<file path="src/rtl/seq_bit_serializer.sv">
// Parallel-in, serial-out front end for the 10110 sequence detector: valid/ready word input, one bit per clock out.
// Define SER_PARITY_EN to append an even-parity cycle after each word's payload bits.
module seq_bit_serializer #(
   parameter int WIDTH     = 8,
   parameter int MSB_FIRST = 1
) (
   input  logic             clk,
   input  logic             rst,
   input  logic [WIDTH-1:0] din,
   input  logic             din_valid,
   output logic             din_ready,
   output logic             ser_out,
   output logic             ser_valid,
   output logic             frame_done
);

   localparam int            CW   = $clog2(WIDTH);
   localparam logic [CW-1:0] LAST = CW'(WIDTH - 1);

   typedef enum logic [1:0] {
      IDLE,
      SHIFT
`ifdef SER_PARITY_EN
      ,
      PARITY
`endif
   } state_t;

   state_t           state;
   logic [CW-1:0]    count;
   logic [WIDTH-1:0] shreg;
   logic             accept;
`ifdef SER_PARITY_EN
   logic             parity;
`endif

   function automatic logic head_bit(input logic [WIDTH-1:0] w);
      return (MSB_FIRST != 0) ? w[WIDTH-1] : w[0];
   endfunction

   function automatic logic [WIDTH-1:0] tail_word(input logic [WIDTH-1:0] w);
      return (MSB_FIRST != 0) ? {w[WIDTH-2:0], 1'b0} : {1'b0, w[WIDTH-1:1]};
   endfunction

   // Ready on the final cycle of a frame lets the next word follow with no bubble.
   always_comb begin
      din_ready = 1'b0;
      if (rst) begin
`ifdef SER_PARITY_EN
         din_ready = (state == IDLE) || (state == PARITY);
`else
         din_ready = (state == IDLE) || ((state == SHIFT) && (count == LAST));
`endif
      end
   end

   assign accept = din_valid && din_ready;

   // The first bit is registered at the accept edge, so count always names the bit currently on ser_out.
   always_ff @(posedge clk) begin
      if (!rst) begin
         state      <= IDLE;
         count      <= '0;
         shreg      <= '0;
         ser_out    <= 1'b0;
         ser_valid  <= 1'b0;
         frame_done <= 1'b0;
`ifdef SER_PARITY_EN
         parity     <= 1'b0;
`endif
      end else if (accept) begin
         state      <= SHIFT;
         count      <= '0;
         shreg      <= tail_word(din);
         ser_out    <= head_bit(din);
         ser_valid  <= 1'b1;
         frame_done <= 1'b0;
`ifdef SER_PARITY_EN
         parity     <= ^din;
`endif
      end else begin
         case (state)
            SHIFT: begin
               if (count != LAST) begin
                  count      <= count + CW'(1);
                  shreg      <= tail_word(shreg);
                  ser_out    <= head_bit(shreg);
                  ser_valid  <= 1'b1;
`ifdef SER_PARITY_EN
                  frame_done <= 1'b0;
`else
                  frame_done <= ((count + CW'(1)) == LAST);
`endif
               end else begin
`ifdef SER_PARITY_EN
                  state      <= PARITY;
                  count      <= '0;
                  ser_out    <= parity;
                  ser_valid  <= 1'b1;
                  frame_done <= 1'b1;
`else
                  state      <= IDLE;
                  count      <= '0;
                  shreg      <= '0;
                  ser_out    <= 1'b0;
                  ser_valid  <= 1'b0;
                  frame_done <= 1'b0;
`endif
               end
            end
`ifdef SER_PARITY_EN
            PARITY: begin
               state      <= IDLE;
               count      <= '0;
               shreg      <= '0;
               ser_out    <= 1'b0;
               ser_valid  <= 1'b0;
               frame_done <= 1'b0;
            end
`endif
            default: begin
               state      <= IDLE;
               count      <= '0;
               ser_out    <= 1'b0;
               ser_valid  <= 1'b0;
               frame_done <= 1'b0;
            end
         endcase
      end
   end

endmodule

</file>
<file path="config.mk">
export PLATFORM = sky130hd
export DESIGN_NAME = seq_bit_serializer
export DESIGN_NICKNAME = d
export VERILOG_FILES = /design/src/rtl/seq_bit_serializer.sv
export SDC_FILE = /design/constraint.sdc
export NUM_CORES = 1
export LEC_CHECK = 0
export BUFFER_PORTS_ARGS = -buffer_cell sky130_fd_sc_hd__buf_2
export CORE_AREA = 2 2 39 41
export DETAILED_ROUTE_END_ITERATION = 10
export DIE_AREA = 0 0 41 43
export GPL_TIMING_DRIVEN = 1
export PLACE_DENSITY = 0.71
export SYNTH_ARGS = -nofsm -noshare
export SYNTH_HDL_FRONTEND = slang
export SYNTH_SLANG_ARGS = --single-unit
</file>
<file path="constraint.sdc">
create_clock -name clk -period 1.55 [get_ports clk]
set_input_delay 0.2325 -clock clk [delete_from_list [all_inputs] [get_ports clk]]
set_output_delay 0.2325 -clock clk [all_outputs]
set_load 0.01 [all_outputs]
</file>
# --- After elaboration in Yosys (flattened, before gate mapping) ---
# Index checks and enable logic that the tools add are counted.
word_totals:
  register_bits: 15
  latchBits: 0
  ramBits: 0
  romBits: 0
  inputBits: 11
  out_inout_bits: 4
  memories: 0
op_classes:
  addsub: 1
  n_mul: 0
  n_div: 0
  n_lt_le_gt_ge: 0
  eq_ne: 4
  n_shift: 0
  n_mux: 13
  bitwise_logic: 3
  n_reduce_logical: 7
ops:
  columns: ["op", "n"]
  rows:
  - ["8-bit 2-to-1 mux", 3]
  - ["1-bit 2-to-1 mux", 10]
  - ["3-bit == test (second input constant)", 2]
  - ["3-bit != test (second input constant)", 2]
  - ["4-bit OR reduction", 1]
  - ["3-bit by 1-bit adder with 3-bit output (second input constant)", 1]
  - ["1-bit inverter", 3]
  - ["1-bit logical AND", 2]
  - ["2-bit zero test", 1]
  - ["2-bit nonzero test", 1]
  - ["2-bit OR reduction", 1]
  - ["1-bit logical OR", 1]

# --- Logic depth before layout (Yosys ltp) ---
# Gate-level depths: netlist of run 1.
logic_depth:
  ltp_word: 6
  depth_mapped: 7
  ltp_nobuf: 5

# --- Worst setup path after synthesis of run 1 ---
# OpenSTA, ideal clock, no wires.
synth_timing:
  path_kind: "reg-to-output"
  startpoint: "register count[0]"
  endpoint: "output din_ready"
  arrival_time_ns: 1.097
  required_ns: 1.317
  path_slack_ns: 0.221
  stages_incl_launch_ff: 7
  path_buffers: 2
  path_cell_list: "dfxtp_1 ha_1 ha_1 buf_6 nor2b_4 buf_6 nor2_1"
synth_via:
  elab_chain_len: 4
synth_rtl:
  columns: ["element", "line_no", "source"]
  rows:
  - ["start, declared", "30", "logic [CW-1:0] count;"]
  - ["start signal, assigned", "85", "count <= count + CW'(1);"]
  - ["3-bit == test", "52", "din_ready = (state == IDLE) || ((state == SHIFT) && (count == LAST));"]
  - ["1-bit logical AND", "52", null]
  - ["1-bit logical OR", "52", null]
  - ["1-bit 2-to-1 mux", "48", "if (rst) begin"]
  - ["end, declared", "11", "output logic din_ready,"]
# No other way between the ends.

# --- Worst setup path after layout of run 1 ---
# Ends and elaborated chain as after synthesis.

==> results.toml, run 1 <==
[sta]
period_needed_ns = 1.50
hold_ws_ns = 0.219
setup_viol = 0
tightest_slew_ns = 0.346
rsz0062_at_grt = "no"
maxSlewViolCount = 0
fin_crit_sh = 0.968
fin_setup_tns_ns = 0
hold_violations = 0
relSlewSlack = 0.769
fmax_mhz = 667
clock_skew_ns = 0.00320

[clock_network]
cts_hold_buf = 0
clk_latency_ns = 0.29
numCtsBuffers = 3
cts_max_level = 1
cts_sinks = 14
tritoncts = "done"
clk_path_buf_depth = 2
ctsRootBufferMaster = "clkbuf_4"
clkTransAtPathRegs_ns = 0.08

[global_route]
grt_pass1_wl_um = 1900
grt_overflow = 0
grt_max_degree = 17
grt_usage = 0.165
grt_pass1_vias = 450
antenna_found_initial = 0

[floorplan]
ios = 15
die_area_sq_um = 1760
start_util = 0.449
die_h_um = 43
core-area_sq_um = 1380
die_x_um = 41
rows = 14

[detailed_routing]
vias_per_cell = 5.26
drt_first_iter_violations = 5
post_drt_wl_per_cell_um = 12.3
drc = 0
vias = 484
firstDrtPassIters = 4
routed_wl_um = 1130
ant_nets = 0

[worst_setup_path]
endpoint_kind = "output port"
cp.arrival_ns = 1.27
critPathRequiredTime_ns = 1.32
crit_type = "flop to output port"
worst_setup_path_start_kind = "flop"
critPathMaxFanout = 3

[final_layout]
diodes = 0
fill_cells = 132
stdcell_count = 92
drive_gt1_frac = 0.368
syn_to_final_growth_pct = 19.1
nNetsFinal = 91

[run_status]
status = "completed"

[placement]
port_buffers = 14
place.detailed.instances = 87
dp_hpwl_um = 808
globalplace.congestion = 0.735

[synth]
synth_area_sq_um = 622
yosysSeqAreaShare = 0.451
syn_area_per_cell_sq_um = 10.7
yosysUniqueCellTypes = 18
yosysWarnings = 0
syn_nets = 72
synthCells = 58
yosys_register_bits = 14

[job]
cap_viol_max_count = 0

[power]
p_per_area_nw_per_um2 = 1000
p_leak_uw = 0.000332
irDropWorstVdd_uv = 509
power_uw = 744

[min_path]
holdCritPathClass = "input port to flop"
==> registers in the layout, summed over array words and instances (netlist names) <==
| signal | flops |
|---|---|
| state | 1 |
| ser_valid | 1 |
| frame_done | 1 |
| shreg | 7 |
| count | 3 |
| ser_out | 1 |
==> layer usage <==
metal  GRT usage  part of all wire  wire (um)
met2       0.216              0.45        505
met1       0.212              0.47        535
met5           0                 0          0
met3      0.0628             0.046         52
met4       0.120             0.033         37
==> final timing paths <==
check                 from         to  slack, ns  depth (start not counted)
setup / recovery  count[0]  din_ready       0.05                          5
hold / removal      din[7]    ser_out       0.22                          3
setup reg to reg  count[0]   shreg[6]       0.16                          7
hold reg to reg   count[0]   count[0]       0.42                          1
==> through the flow <==
stage | setup WS, ns | util | cell area (sq um)
5_1_grt | 0.0000120 | 0.535 | 741
3_5_place_dp | 0.170 | 0.498 | 689
4_1_cts | 0.0132 | 0.532 | 736
2_1_floorplan | 0.221 | - | 622
3_3_place_gp | 0.205 | 0.498 | 689
6_report | 0.0500 | 0.535 | 741
==> critical path, cell delays in order, from the launching register on <==
cell and delay (ns):
dfxtp_2 0.33, ha_2 0.17, ha_2 0.18, nor2b_4 0.12, nor2_1 0.04, buf_2 0.13
==> area by class of cell <==
type / count / area [sq um] / area share
multi-input cells: 38 / 294 / 0.397
flip-flops and latches: 14 / 283 / 0.382
clock buffers: 4 / 36.3 / 0.0490
inverters: 2 / 7.51 / 0.0101
repair buffers: 18 / 100 / 0.135
well taps: 16 / 20.0 / 0.0270
==> power breakdown <==
part | internal, uW | switching, uW
combinational | 43.7 | 45.2
sequential | 378 | 8.55
clock | 143 | 125
total | 565 | 179
==> repair_timing <==
item                                    in CTS  in global routing
buffers inserted                             1                  0
pin swaps                                    0                  0
gates resized for setup                      1                  3
endpoints found under the setup margin       1                  1
==> Yosys cell counts <==
library cell,number,share of area
dfxtp_1,14,0.45
mux2i_1,7,0.11
a32oi_1,6,0.085
nor2_1,6,0.036
o22ai_1,6,0.060
buf_6,4,0.072
ha_1,3,0.060
nand2_1,2,0.012
a21oi_1,1,0.0080
and2_1,1,0.010
and3_1,1,0.010
clkinv_1,1,0.0060
inv_1,1,0.0060
nand3b_1,1,0.012
nand4_1,1,0.010
nor2b_4,1,0.022
o21ai_1,1,0.0080
or2b_4,1,0.018
==> cells by family after synthesis <==
family	synth area share
simple gates	0.131
flops	0.451
fa+ha+maj	0.0604
compound gates	0.161
mux	0.113
buf+inv	0.0845
==> layout by cell type, fill, tap and decap left out, drive strengths merged, types with 2 or more instances in the layout <==
| cell | synthesis | routed |
|---|---|---|
| nor2 | 6 | 6 |
| a32oi | 6 | 6 |
| dfxtp | 14 | 14 |
| clkbuf | 0 | 4 |
| ha | 3 | 3 |
| nand2 | 2 | 2 |
| o22ai | 6 | 6 |
| buf | 4 | 18 |
| mux2i | 7 | 7 |
No activity file was read; power rests on OpenSTA's default activity.
==> run 2: changes to the inputs <==
==> constraint.sdc (replaced) <==
create_clock -name clk -period 1.55 [get_ports clk]
set_input_delay 0.0775 -clock clk [delete_from_list [all_inputs] [get_ports clk]]
set_output_delay 0.0775 -clock clk [all_outputs]
set_load 0.01 [all_outputs]
==> results.toml, run 2 (synthesis gave the netlist of run 1 again) <==
[sta]
fmax_mhz = 702
fin_crit_sh = 0.919
clock_skew_ns = 0.00487
maxSlewViolCount = 0
tightest_slew_ns = 0.352
hold_violations = 0
rsz0062_at_grt = "no"
relSlewSlack = 0.765
hold_ws_ns = 0.0830
period_needed_ns = 1.42
setup_viol = 0
fin_setup_tns_ns = 0

[global_route]
grt_overflow = 0
grt_max_degree = 17
grt_pass1_vias = 425
antenna_found_initial = 0
grt_pass1_wl_um = 1880
grt_usage = 0.162

[final_layout]
reg.largest.list = "shreg: 7 flops, count: 3 flops"
largest-register = "shreg"
syn_to_final_growth_pct = 14.5
nNetsFinal = 90
drive_gt1_frac = 0.297
final_cell_area_sq_um = 712
diodes = 0
largest_reg_flops = 7
most-common-layout-cells = "dfxtp_1, buf_2, mux2i_1"

[detailed_routing]
drc = 0
drt_first_iter_violations = 7
vias_per_cell = 5.37
routed_wl_um = 1110
ant_nets = 0
vias = 483
post_drt_wl_per_cell_um = 12.3
firstDrtPassIters = 4

[clock_network]
numCtsBuffers = 3
clkTransAtPathRegs_ns = 0.08
cts_max_level = 1
clk_latency_ns = 0.27
cts_hold_buf = 0
ctsRootBufferMaster = "clkbuf_4"
cts_sinks = 14
clk_path_buf_depth = 2
tritoncts = "done"

[placement]
postPlaceCellArea_sq_um = 674
globalplace.congestion = 0.737
port_buffers = 14
dp_hpwl_um = 737

[worst_setup_path]
endpoint_kind = "output port"
critPathRequiredTime_ns = 1.47
worst_setup_path_start_kind = "flop"
crit_type = "flop to output port"
critPathMaxFanout = 3
cp.arrival_ns = 1.35

[power]
p_leak_uw = 0.000326
irDropWorstVdd_uv = 450
p_per_area_nw_per_um2 = 944

[floorplan]
core-area_sq_um = 1380
die_x_um = 41
start_util = 0.449
die_area_sq_um = 1760
rows = 14
ios = 15
die_h_um = 43

[job]
cap_viol_max_count = 0

[min_path]
holdCritPathClass = "input port to flop"

[run_status]
status = "completed"
==> run 2: critical path, stage by stage, from the launching register on <==
cell     delay [ns]
dfxtp_1        0.33
ha_1           0.20
ha_1           0.22
nor2b_4        0.14
nor2_1         0.05
buf_2          0.14
==> run 2: cell type report <==
type / instances / area, sq um
well taps: 16 / 20.0
fillers: 129 / 672
flip-flops and latches: 14 / 280
inverters: 2 / 7.51
repair buffers: 17 / 92.6
clock buffers: 3 / 22.5
multi-input cells: 38 / 289
==> run 2: per-stage QoR <==
stage	power, uW	worst slack, ns	utilization	std cells
floorplan	454	0.266	-	58
global placement	474	0.226	0.487	85
detailed placement	475	0.178	0.487	85
CTS	677	0.113	0.514	90
global route	716	0.0509	0.514	90
finish	672	0.126	0.514	90
==> run 2: routing by layer <==
metal	wire length (um)	vias up	share of wire	track usage
li1	-	249	-	-
met4	14	0	0.013	0.100
met3	53	2	0.048	0.0628
met1	525	218	0.47	0.225
met2	516	14	0.46	0.203
met5	0	-	0	0
==> run 2: where the power goes <==
part	internal (uW)	switching [uW]
logic	42.0	45.2
registers	378	8.54
clock network	89.9	109
total	510	162
==> run 2: final timing paths <==
check             startpoint    endpoint  slack (ns)  cells after the start
setup reg to reg    count[0]  frame_done        0.18                      6
hold / removal        din[7]     ser_out        0.08                      3
hold reg to reg     count[0]    count[0]        0.45                      1
setup / recovery    count[0]   din_ready        0.13                      5
==> run 2: what timing repair did <==
item / 4_1_cts / 5_1_grt
resized for setup: 0 / 0
setup buffers: 2 / 0
setup endpoints to repair: 1 / 0
==> run 3: changes to the inputs <==
CTS_BUF_LIST = sky130_fd_sc_hd__clkbuf_2   (was not set)
MAX_ROUTING_LAYER = met4   (was not set)
==> results.toml, run 3 (synthesis gave the netlist of run 1 again) <==
[worst_setup_path]
critPathRequiredTime_ns = 1.47
crit_chain = "ha_1, ha_1, nor2b_4, nor2_1, buf_2"
endpoint_kind = "output port"
critPathMaxFanout = 3
cp.arrival_ns = 1.36
critPathMaxStageDelay_ns = 0.35
crit_type = "flop to output port"
cpMaxStageDelayCell = "dfxtp_1"
worst_setup_path_start_kind = "flop"
crit_top_cell = "ha_1"

[power]
p_per_area_nw_per_um2 = 902
p_leak_uw = 0.000324
power_uw = 635
irDropWorstVdd_uv = 403

[clock_network]
cts_max_level = 1
clk_latency_ns = 0.27
clkTransAtPathRegs_ns = 0.13
tritoncts = "done"
clk_path_buf_depth = 2
numCtsBuffers = 3
ctsRootBufferMaster = "clkbuf_2"
cts_sinks = 14

[floorplan]
die_area_sq_um = 1760
rows = 14
die_h_um = 43
die_x_um = 41
core-area_sq_um = 1380
start_util = 0.449
ios = 15

[sta]
maxSlewViolCount = 0
relSlewSlack = 0.768
tightest_slew_ns = 0.348
setup_ws_ns = 0.110
fin_crit_sh = 0.929
fin_setup_tns_ns = 0
hold_violations = 0
rsz0062_at_grt = "no"
fmax_mhz = 695
setup_viol = 0
period_needed_ns = 1.44
clock_skew_ns = 0.00850

[placement]
dp_hpwl_um = 737
preCtsSetupSlack_ns = 0.178
globalplace.congestion = 0.746
place.detailed.instances = 85
port_buffers = 14

[final_layout]
syn_to_final_growth_pct = 13.3
stdcell_count = 90
largest_reg_flops = 7
nNetsFinal = 90
drive_gt1_frac = 0.297
reg.largest.list = "shreg: 7 flops, count: 3 flops"
largest-register = "shreg"
most-common-layout-cells = "dfxtp_1, buf_2, mux2i_1"
diodes = 0

[global_route]
grt_overflow = 0
grt_pass1_wl_um = 1860
grt_max_degree = 17
antenna_found_initial = 0
grt_pass1_vias = 433
grt_usage = 0.162

[job]
cap_viol_max_count = 0

[detailed_routing]
ant_nets = 0
routed_wl_um = 1110
vias_per_cell = 5.41
post_drt_wl_per_cell_um = 12.3
vias = 487
firstDrtPassIters = 4
drc = 0
drt_first_iter_violations = 7

[min_path]
holdCritPathClass = "input port to flop"

[run_status]
status = "completed"
run 3: changes by cell type in the layout (fill, tap and decap cells not counted):
cell and delta:
clkbuf_4 -3, clkbuf_2 +3
run 3: layout make-up:
cell class	count	area, sq um
inverters	2	7.51
fillers	131	679
repair buffers	17	92.6
clock buffers	3	15.0
flip-flops and latches	14	280
well taps	16	20.0
multi-input cells	38	289
run 3: critical path: cells and delay by family, from the launching register on:
family                     cells  cell delay (ns)
DFF                            1             0.35
buffers and inverters          1             0.14
adders and majority gates      2             0.42
and+or+nand+nor                2             0.19
run 3: path summary, 6_finish.rpt:
kind / slack (ns) / cells past startpoint / end / startpoint
worst min register to register: 0.46 / 1 / count[0] / count[0]
worst min-delay path: 0.08 / 3 / ser_out / din[7]
worst max-delay path: 0.11 / 5 / din_ready / count[0]
worst max register to register: 0.17 / 6 / frame_done / count[0]
run 3: report_power, final:
part           internal (uW)  total, uW  switching (uW)
logic                   42.0       86.8            44.8
clock network           52.8        162             109
registers                378        386            8.42
total                    473        635             162
run 3: routing by layer:
layer / track usage / part of all wire
met2: 0.206 / 0.48
met1: 0.219 / 0.45
met5: - / 0
met4: 0.100 / 0.013
met3: 0.0471 / 0.052
run 3: stage by stage:
step | hold WS [ns] | cell area (sq um) | utilization
final | 0.0788 | 704 | 0.509
after global routing | 0.0621 | 704 | 0.509
after CTS | 0.0700 | 704 | 0.509
after detailed placement | 0.374 | 674 | 0.487
after global placement | 0.366 | 674 | 0.487
after floorplan | 0.215 | 622 | -
run 3: repair_timing:
action | CTS | global route
gates resized for setup | 0 | 0
hold buffers | 0 | 0
endpoints found under the setup margin | 1 | 0
buffers inserted | 2 | 0
